[src/rtl/instr_fetch_issue.sv]
// Instruction fetch-and-issue sequencer.
// Walks a PC and reads one word per fetch from instruction memory. It holds the
// word in an instruction register and issues it with its MIPS fields split out.
// The issue side uses a valid/ready handshake.
module instr_fetch_issue #(
  parameter int              PC_W     = 32,
  parameter logic [PC_W-1:0] RESET_PC = '0,
  parameter int              MAX_WAIT = 15
) (
  input  logic            clk,
  input  logic            rst,
  input  logic            start,
  input  logic            halt_req,
  output logic            imem_req,
  output logic [PC_W-1:0] imem_addr,
  input  logic            imem_valid,
  input  logic [31:0]     imem_rdata,
  output logic            iss_valid,
  input  logic            iss_ready,
  output logic [31:0]     iss_instr,
  output logic [5:0]      iss_opcode,
  output logic [4:0]      iss_rs,
  output logic [4:0]      iss_rt,
  output logic [4:0]      iss_rd,
  output logic [4:0]      iss_shamt,
  output logic [5:0]      iss_funct,
  output logic [15:0]     iss_imm,
  output logic [PC_W-1:0] iss_pc,
  output logic            iss_illegal,
  output logic            busy,
  output logic            fault
);

  typedef enum logic [2:0] {
    S_IDLE  = 3'd0,
    S_REQ   = 3'd1,
    S_WAIT  = 3'd2,
    S_ISSUE = 3'd3,
    S_HALT  = 3'd4
  } state_t;

  // This is the last wait-count value before the timeout fires.
  // The counter holds the number of WAIT cycles already spent without data.
  localparam logic [7:0] WAIT_LAST = 8'(MAX_WAIT - 1);

  state_t          state_q, state_d;
  logic [PC_W-1:0] pc_q;
  logic [31:0]     ir_q;
  logic [PC_W-1:0] iss_pc_q;
  logic [7:0]      wait_cnt_q;
  logic            halt_pend_q;

  // State register
  always_ff @(posedge clk) begin
    if (rst) state_q <= S_IDLE;
    else     state_q <= state_d;
  end

  // Next-state logic
  always_comb begin
    state_d = state_q;
    case (state_q)
      S_IDLE:  if (start) state_d = S_REQ;
      S_REQ:   state_d = S_WAIT;
      S_WAIT: begin
        if (imem_valid)                   state_d = S_ISSUE;
        else if (wait_cnt_q == WAIT_LAST) state_d = S_HALT;
      end
      S_ISSUE: begin
        if (iss_ready) state_d = (halt_pend_q || halt_req) ? S_IDLE : S_REQ;
      end
      S_HALT:  state_d = S_HALT;
      default: state_d = S_IDLE;
    endcase
  end

  // Moore handshake/status outputs decoded from the state register
  always_comb begin
    imem_req  = 1'b0;
    imem_addr = '0;
    iss_valid = 1'b0;
    busy      = 1'b0;
    fault     = 1'b0;
    case (state_q)
      S_REQ: begin
        imem_req  = 1'b1;
        imem_addr = pc_q;
        busy      = 1'b1;
      end
      S_WAIT:  busy = 1'b1;
      S_ISSUE: begin
        iss_valid = 1'b1;
        busy      = 1'b1;
      end
      S_HALT:  fault = 1'b1;
      default: ;
    endcase
  end

  // Datapath: PC, instruction register, issue PC, wait counter and halt request latch
  always_ff @(posedge clk) begin
    if (rst) begin
      pc_q        <= RESET_PC;
      ir_q        <= '0;
      iss_pc_q    <= '0;
      wait_cnt_q  <= '0;
      halt_pend_q <= 1'b0;
    end else begin
      case (state_q)
        S_REQ: wait_cnt_q <= '0;
        S_WAIT: begin
          if (imem_valid) begin
            ir_q     <= imem_rdata;
            iss_pc_q <= pc_q;
          end else begin
            wait_cnt_q <= wait_cnt_q + 8'd1;
          end
        end
        S_ISSUE: if (iss_ready) pc_q <= pc_q + PC_W'(4);
        default: ;
      endcase
      // Leaving ISSUE for IDLE consumes the halt. Otherwise a halt request is
      // remembered until the next instruction boundary.
      if (state_q == S_ISSUE && state_d == S_IDLE) halt_pend_q <= 1'b0;
      else if (halt_req && state_q != S_HALT)     halt_pend_q <= 1'b1;
    end
  end

  assign iss_instr   = ir_q;
  assign iss_opcode  = ir_q[31:26];
  assign iss_rs      = ir_q[25:21];
  assign iss_rt      = ir_q[20:16];
  assign iss_rd      = ir_q[15:11];
  assign iss_shamt   = ir_q[10:6];
  assign iss_funct   = ir_q[5:0];
  assign iss_imm     = ir_q[15:0];
  assign iss_pc      = iss_pc_q;
  // Only R-type (000000) and ADDI (001000) are supported by the decoder
  assign iss_illegal = !((ir_q[31:26] == 6'b000000) || (ir_q[31:26] == 6'b001000));

endmodule

[config.mk]
export PLATFORM = sky130hd
export DESIGN_NAME = instr_fetch_issue
export DESIGN_NICKNAME = d
export VERILOG_FILES = /design/src/rtl/instr_fetch_issue.sv
export SDC_FILE = /design/constraint.sdc
export NUM_CORES = 1
export LEC_CHECK = 0
export CAP_MARGIN = 15
export CORE_MARGIN = 5
export CORE_UTILIZATION = 45
export CTS_CLUSTER_DIAMETER = 40
export DETAILED_ROUTE_END_ITERATION = 7
export PLACE_DENSITY = 0.82
export SYNTH_ARGS = -nofsm -noshare
export SYNTH_HDL_FRONTEND = slang
export SYNTH_SLANG_ARGS = --single-unit
[constraint.sdc]
create_clock -name clk -period 4.6 [get_ports clk]
set_clock_uncertainty 0.05 [all_clocks]
set_input_delay 0.92 -clock clk [delete_from_list [all_inputs] [get_ports clk]]
set_output_delay 0.92 -clock clk [all_outputs]
set_load 0.01 [all_outputs]
# --- Yosys cells after proc, flatten, opt, wreduce, memory -nomap -nowiden ---
# Cells that the tools add are included.
# W data, S select, Z words.
word_totals:
  register_bits: 108
  latch_bits: 0
  ramBits: 0
  mem_bits_ro: 0
  in_bits: 38
  memories: 0
op_classes:
  n_addsub: 2
  n_mul: 0
  n_div: 0
  order_cmp: 0
  n_eq_ne: 8
  shift: 0
  muxes: 13
  bitwise: 0
  n_reduce_logical: 14
op_table:
  columns: ["cell", "n"]
  rows:
  - ["$add A32 B3 Y32 const B", 1]
  - ["$mux W32", 1]
  - ["$pmux W8 S2", 1]
  - ["$pmux W3 S5", 1]
  - ["$mux W3", 4]
  - ["$add A8 B1 Y8 const B", 1]
  - ["$eq A8 B4 Y1 const B", 1]
  - ["$mux W8", 1]
  - ["$eq A3 B2 Y1 const B", 2]
  - ["$eq A6 B4 Y1 const B", 1]
  - ["$logic_not A3 Y1", 2]
  - ["$logic_not A6 Y1", 1]
  - ["$reduce_and A2 Y1", 3]
  - ["$mux W1", 5]
  - ["$eq A3 B1 Y1 const B", 1]
  - ["$eq A3 B3 Y1 const B", 1]
  - ["$ne A3 B3 Y1 const B", 1]
  - ["$reduce_or A3 Y1", 1]
  - ["$logic_and A1 B1 Y1", 2]
  - ["$logic_or A1 B1 Y1", 2]
  - ["$ne A2 B2 Y1 const B", 1]
  - ["$reduce_bool A2 Y1", 1]
  - ["$reduce_or A2 Y1", 1]
  - ["$logic_not A1 Y1", 1]

# --- Longest topological paths before layout ---
depth:
  ltp_word: 7
  mapped_depth: 7

# --- Worst setup path before layout ---
# OpenSTA, ideal clock, no wires.
synth_path:
  path_kind: "register -> output"
  from: "register state_q[0]"
  to: "output imem_addr[12]"
  t_arrival_ps: 1797
  required_ps: 3630
  slack_ps: 1833
  path_stages_with_launch: 8
  n_path_buf: 4
  cell_sequence: "dfxtp_1 -> buf_2 -> or3b_2 -> clkbuf_1 -> inv_1 -> clkbuf_1 -> clkbuf_1 -> and2_1"
synth_between:
  elab_chain_len: 2
synth_lines:
  columns: ["element", "line", "source"]
  rows:
  - ["start, declared", "46", "state_t state_q, state_d;"]
  - ["start signal, assigned", "56", "else state_q <= state_d;"]
  - ["$eq A3 B1 Y1", "84", "case (state_q)"]
  - ["$mux W32", "84", null]
  - ["end, declared", "15", "output logic [PC_W-1:0] imem_addr,"]
# No other way between the ends.

# --- Worst setup path after layout ---
layout_path:
  from: "register state_q[0]"
  to: "output imem_addr[16]"
# Same word-level chain as after synthesis.

==> impl_summary.log <==
[metrics] DPL Wire Length: 9610 um
[metrics] number of rows in the core area: 37
[metrics] cts repair resizes: 0
[metrics] initial cell density of the core: 46.4%
[metrics] FF/Latch Area: 2080 um2
[metrics] share of Yosys cell area claimed by the top area cell type: 43.3%
[metrics] worst relative slew slack: 25.3%
[metrics] highest layer used for signal routing: met4
[metrics] antenna-violating nets left: 0
[metrics] number of buffers on the longest clock path: 2
[metrics] kind of launch point of the worst setup path: flop
[metrics] source-to-sink clock delay at the later pin of the worst-skew pair: 0.37 ns
[metrics] setup repair after global routing missed its margin: no
[metrics] core region area: 10400 um2
[metrics] metal3 WL: 1200 um
[metrics] Synth async-reset ratio: 0%
[metrics] Setup crit end kind: output port
[metrics] number of remaining DRC errors: 0
[metrics] max-cap viol count: 0
[metrics] Total Routed Length: 13700 um
[metrics] CTS HTree Levels: 3
[metrics] Warnings, synthesis: 0
[metrics] highest ir drop seen on vdd: 0.136 mV
[metrics] length of routed met2 wiring: 6580 um
[metrics] Power Dens Cells: 254 nW/um2
[metrics] master of the slowest instance on the critical path: dfxtp_1
[metrics] Vias per Instance: 5.28
[metrics] first-pass GRT wire length: 21500 um
[metrics] Synth Flop Type: dfxtp_1
[metrics] run status: complete, no violations
[metrics] endpoint arrival time on the critical path: 2.95 ns
[metrics] overall die height: 113 um
[metrics] initial detailed-routing violation count: 337
[metrics] Port-buffer cells: 182
[metrics] Final Critical Period: 3.92 ns
[metrics] Ant. Diodes: 0
[metrics] Critical Path RT: 3.63 ns
[metrics] residual overflow from global routing: 0
[metrics] post-route setup TNS: 0 ns
[metrics] Syn Std Cell Area: 4810 um2
[metrics] peak fanout along the critical path: 29
[metrics] area of combinational cells with multiple inputs: 2180 um2
[metrics] clock buffers created by TritonCTS: 9
[metrics] cell depth of the worst flop-to-flop path: 4
[metrics] initial antenna violation count: 0
[metrics] Post-synth EDFFs: 0
[metrics] number of standard cells in the layout, taps in and fillers out: 855
[metrics] delay of the slowest cell on the worst path: 0.61 ns
[metrics] number of synthesized register bits: 104
[metrics] f_max: 0.255 GHz
[metrics] Hold Path Stages: 2
[metrics] Final Hold Vio Count: 0
[metrics] share of cells above drive strength 1: 3.89%
[metrics] CP Cell Sequence: or3b_2, inv_1, and2_1, clkdlybuf4s50_1
[metrics] Sinks on Clock Net: 104
[metrics] average detailed-routed wire length per instance: 16.0 um
[metrics] post-synthesis to final-layout area growth: 34.7%
[metrics] placed cell count: 839
[metrics] number of distinct library cells after synthesis: 40
[metrics] largest net degree at the start of global routing: 109
[metrics] # IOs: 187
[metrics] Detailed Routing Iterations Pass 1: 5
[metrics] DIE AREA: 12900 um2
[metrics] final net count: 755
[metrics] RePlAce Congestion: 0.828
[metrics] M1 WL: 5700 um
[metrics] Setup Fix Bufs, Post-CTS: 0
[metrics] sequential-to-total area share from yosys stat: 43.3%
[metrics] Final Max Tran Viols: 0
[metrics] Tightest Hold Check Type: flop to flop
[metrics] fraction of the cycle the final worst path needs: 85.2%
[metrics] TritonCTS clock tree: built
[metrics] total routing usage reported by global routing: 20.4%
[metrics] number of instances in the synthesized netlist: 610
[metrics] actual slew at the worst max-slew pin: 1.12 ns
[metrics] number of global-route vias before repair: 4302
[metrics] CTS clk-pin slew, worst paths: 0.10 ns
[metrics] biggest area consumer among synthesized cells: dfxtp_1
[metrics] top cells by area, synth: dfxtp_1 (43%), nand2_1 (11%), a21oi_1 (9.2%)
[metrics] P_leak: 0.00211 uW
[metrics] Root Buffer: clkbuf_8
[metrics] # setup viols final: 0
[metrics] critical path type: flop to output port
[metrics] fill cell count: 937
[metrics] DR vias: 4511
[metrics] hold buffers post-CTS: 0
[metrics] Die Span X: 113 um
[metrics] per-instance average area after synthesis: 7.89 um2
==> final timing paths <==
kind                   start            end  slack [ns]
hold / removal     iss_pc[3]      iss_pc[3]        0.41
setup reg to reg  state_q[1]       pc_q[21]        2.08
setup / recovery  state_q[0]  imem_addr[16]        0.68
hold reg to reg    iss_pc[3]      iss_pc[3]        0.41
==> area by class of cell <==
cell class / count / area share [%]
clock buffer: 10 / 1.97
clock inverter: 6 / 0.985
inverter: 7 / 0.405
multi-input combinational: 408 / 33.6
sequential: 104 / 32.1
tap: 136 / 2.63
timing repair buffer: 184 / 28.3
==> per-layer routing <==
layer | GRT usage (%) | up-vias
met5 | 0 | -
met4 | 6.33 | 0
met1 | 25.2 | 2101
li1 | - | 2209
met3 | 6.15 | 19
met2 | 34.3 | 182
==> layout by cell type (no fill, tap or decap), drive strengths merged, types with 4 or more instances in the layout <==
cell           synthesis  layout
nor2b                  5       5
and4                   5       5
o21ai                  8       8
conb                   1       4
nor4                   4       4
clkbuf                38      10
dfxtp                104     104
nor2                  26      26
nand4                  9       9
nor3                   6       6
xnor2                  5       5
a21oi                 88      88
and2                  29      29
mux2                   7       7
or3                    7       7
or4                   15      15
nand3                  9       9
clkdlybuf4s50          0     181
o31ai                 13      13
nand2                141     141
inv                    7      10
==> power by group <==
| part | switching, uW | total, uW | internal [uW] |
|---|---|---|---|
| sequential | 15.4 | 927 | 912 |
| clock | 339 | 552 | 212 |
| combinational | 85.5 | 171 | 85.0 |
==> worst max-delay path, delay by kind of cell, from the launching register on <==
kind,cells,cell delay (ns)
buffers and inverters,2,1.16
DFF,1,0.61
and+or+nand+nor,2,0.81
==> synth_stat cells, drive strengths merged, types with 2 or more instances <==
master / count
nand2: 141
dfxtp: 104
a21oi: 88
buf: 56
clkbuf: 38
and2: 29
nor2: 26
or4: 15
o31ai: 13
nand3: 9
nand4: 9
o21ai: 8
inv: 7
mux2: 7
or3: 7
nor3: 6
and4: 5
nor2b: 5
xnor2: 5
nor4: 4
ha: 3
nand4b: 3
nor3b: 3
nor4b: 3
a211oi: 2
and3: 2
xor2: 2
==> sequential cells by signal (all words and copies together) (netlist names) <==
signal,cells
halt_pend_q,1
iss_instr,32
iss_pc,30
pc_q,30
state_q,3
wait_cnt_q,8
==> cells by family after synthesis <==
family | count (synthesis) | synth area share, %
and+or+nand+nor | 271 | 27.8
muxes | 7 | 1.64
adders and majority gates | 3 | 0.780
other | 1 | 0.0779
xor gates and xnor gates | 7 | 1.27
buffers and inverters | 101 | 12.0
AOI/OAI and AO/OA | 116 | 13.1
DFF | 104 | 43.3
==> through the flow <==
step / hold slack [ns] / utilization (%) / setup slack, ns / instance area (um2) / power (uW)
6_report: 0.412 / 62.5 / 0.680 / 6480 / 1650
3_5_place_dp: 0.396 / 60.7 / 1.06 / 6290 / 1120
3_3_place_gp: 0.393 / 60.7 / 1.17 / 6290 / 1110
2_1_floorplan: 0.399 / - / 1.83 / 4820 / 1040
5_1_grt: 0.425 / 62.5 / 0.489 / 6480 / 1720
4_1_cts: 0.411 / 62.5 / 0.642 / 6480 / 1670
(Power assumes the default switching activity.)
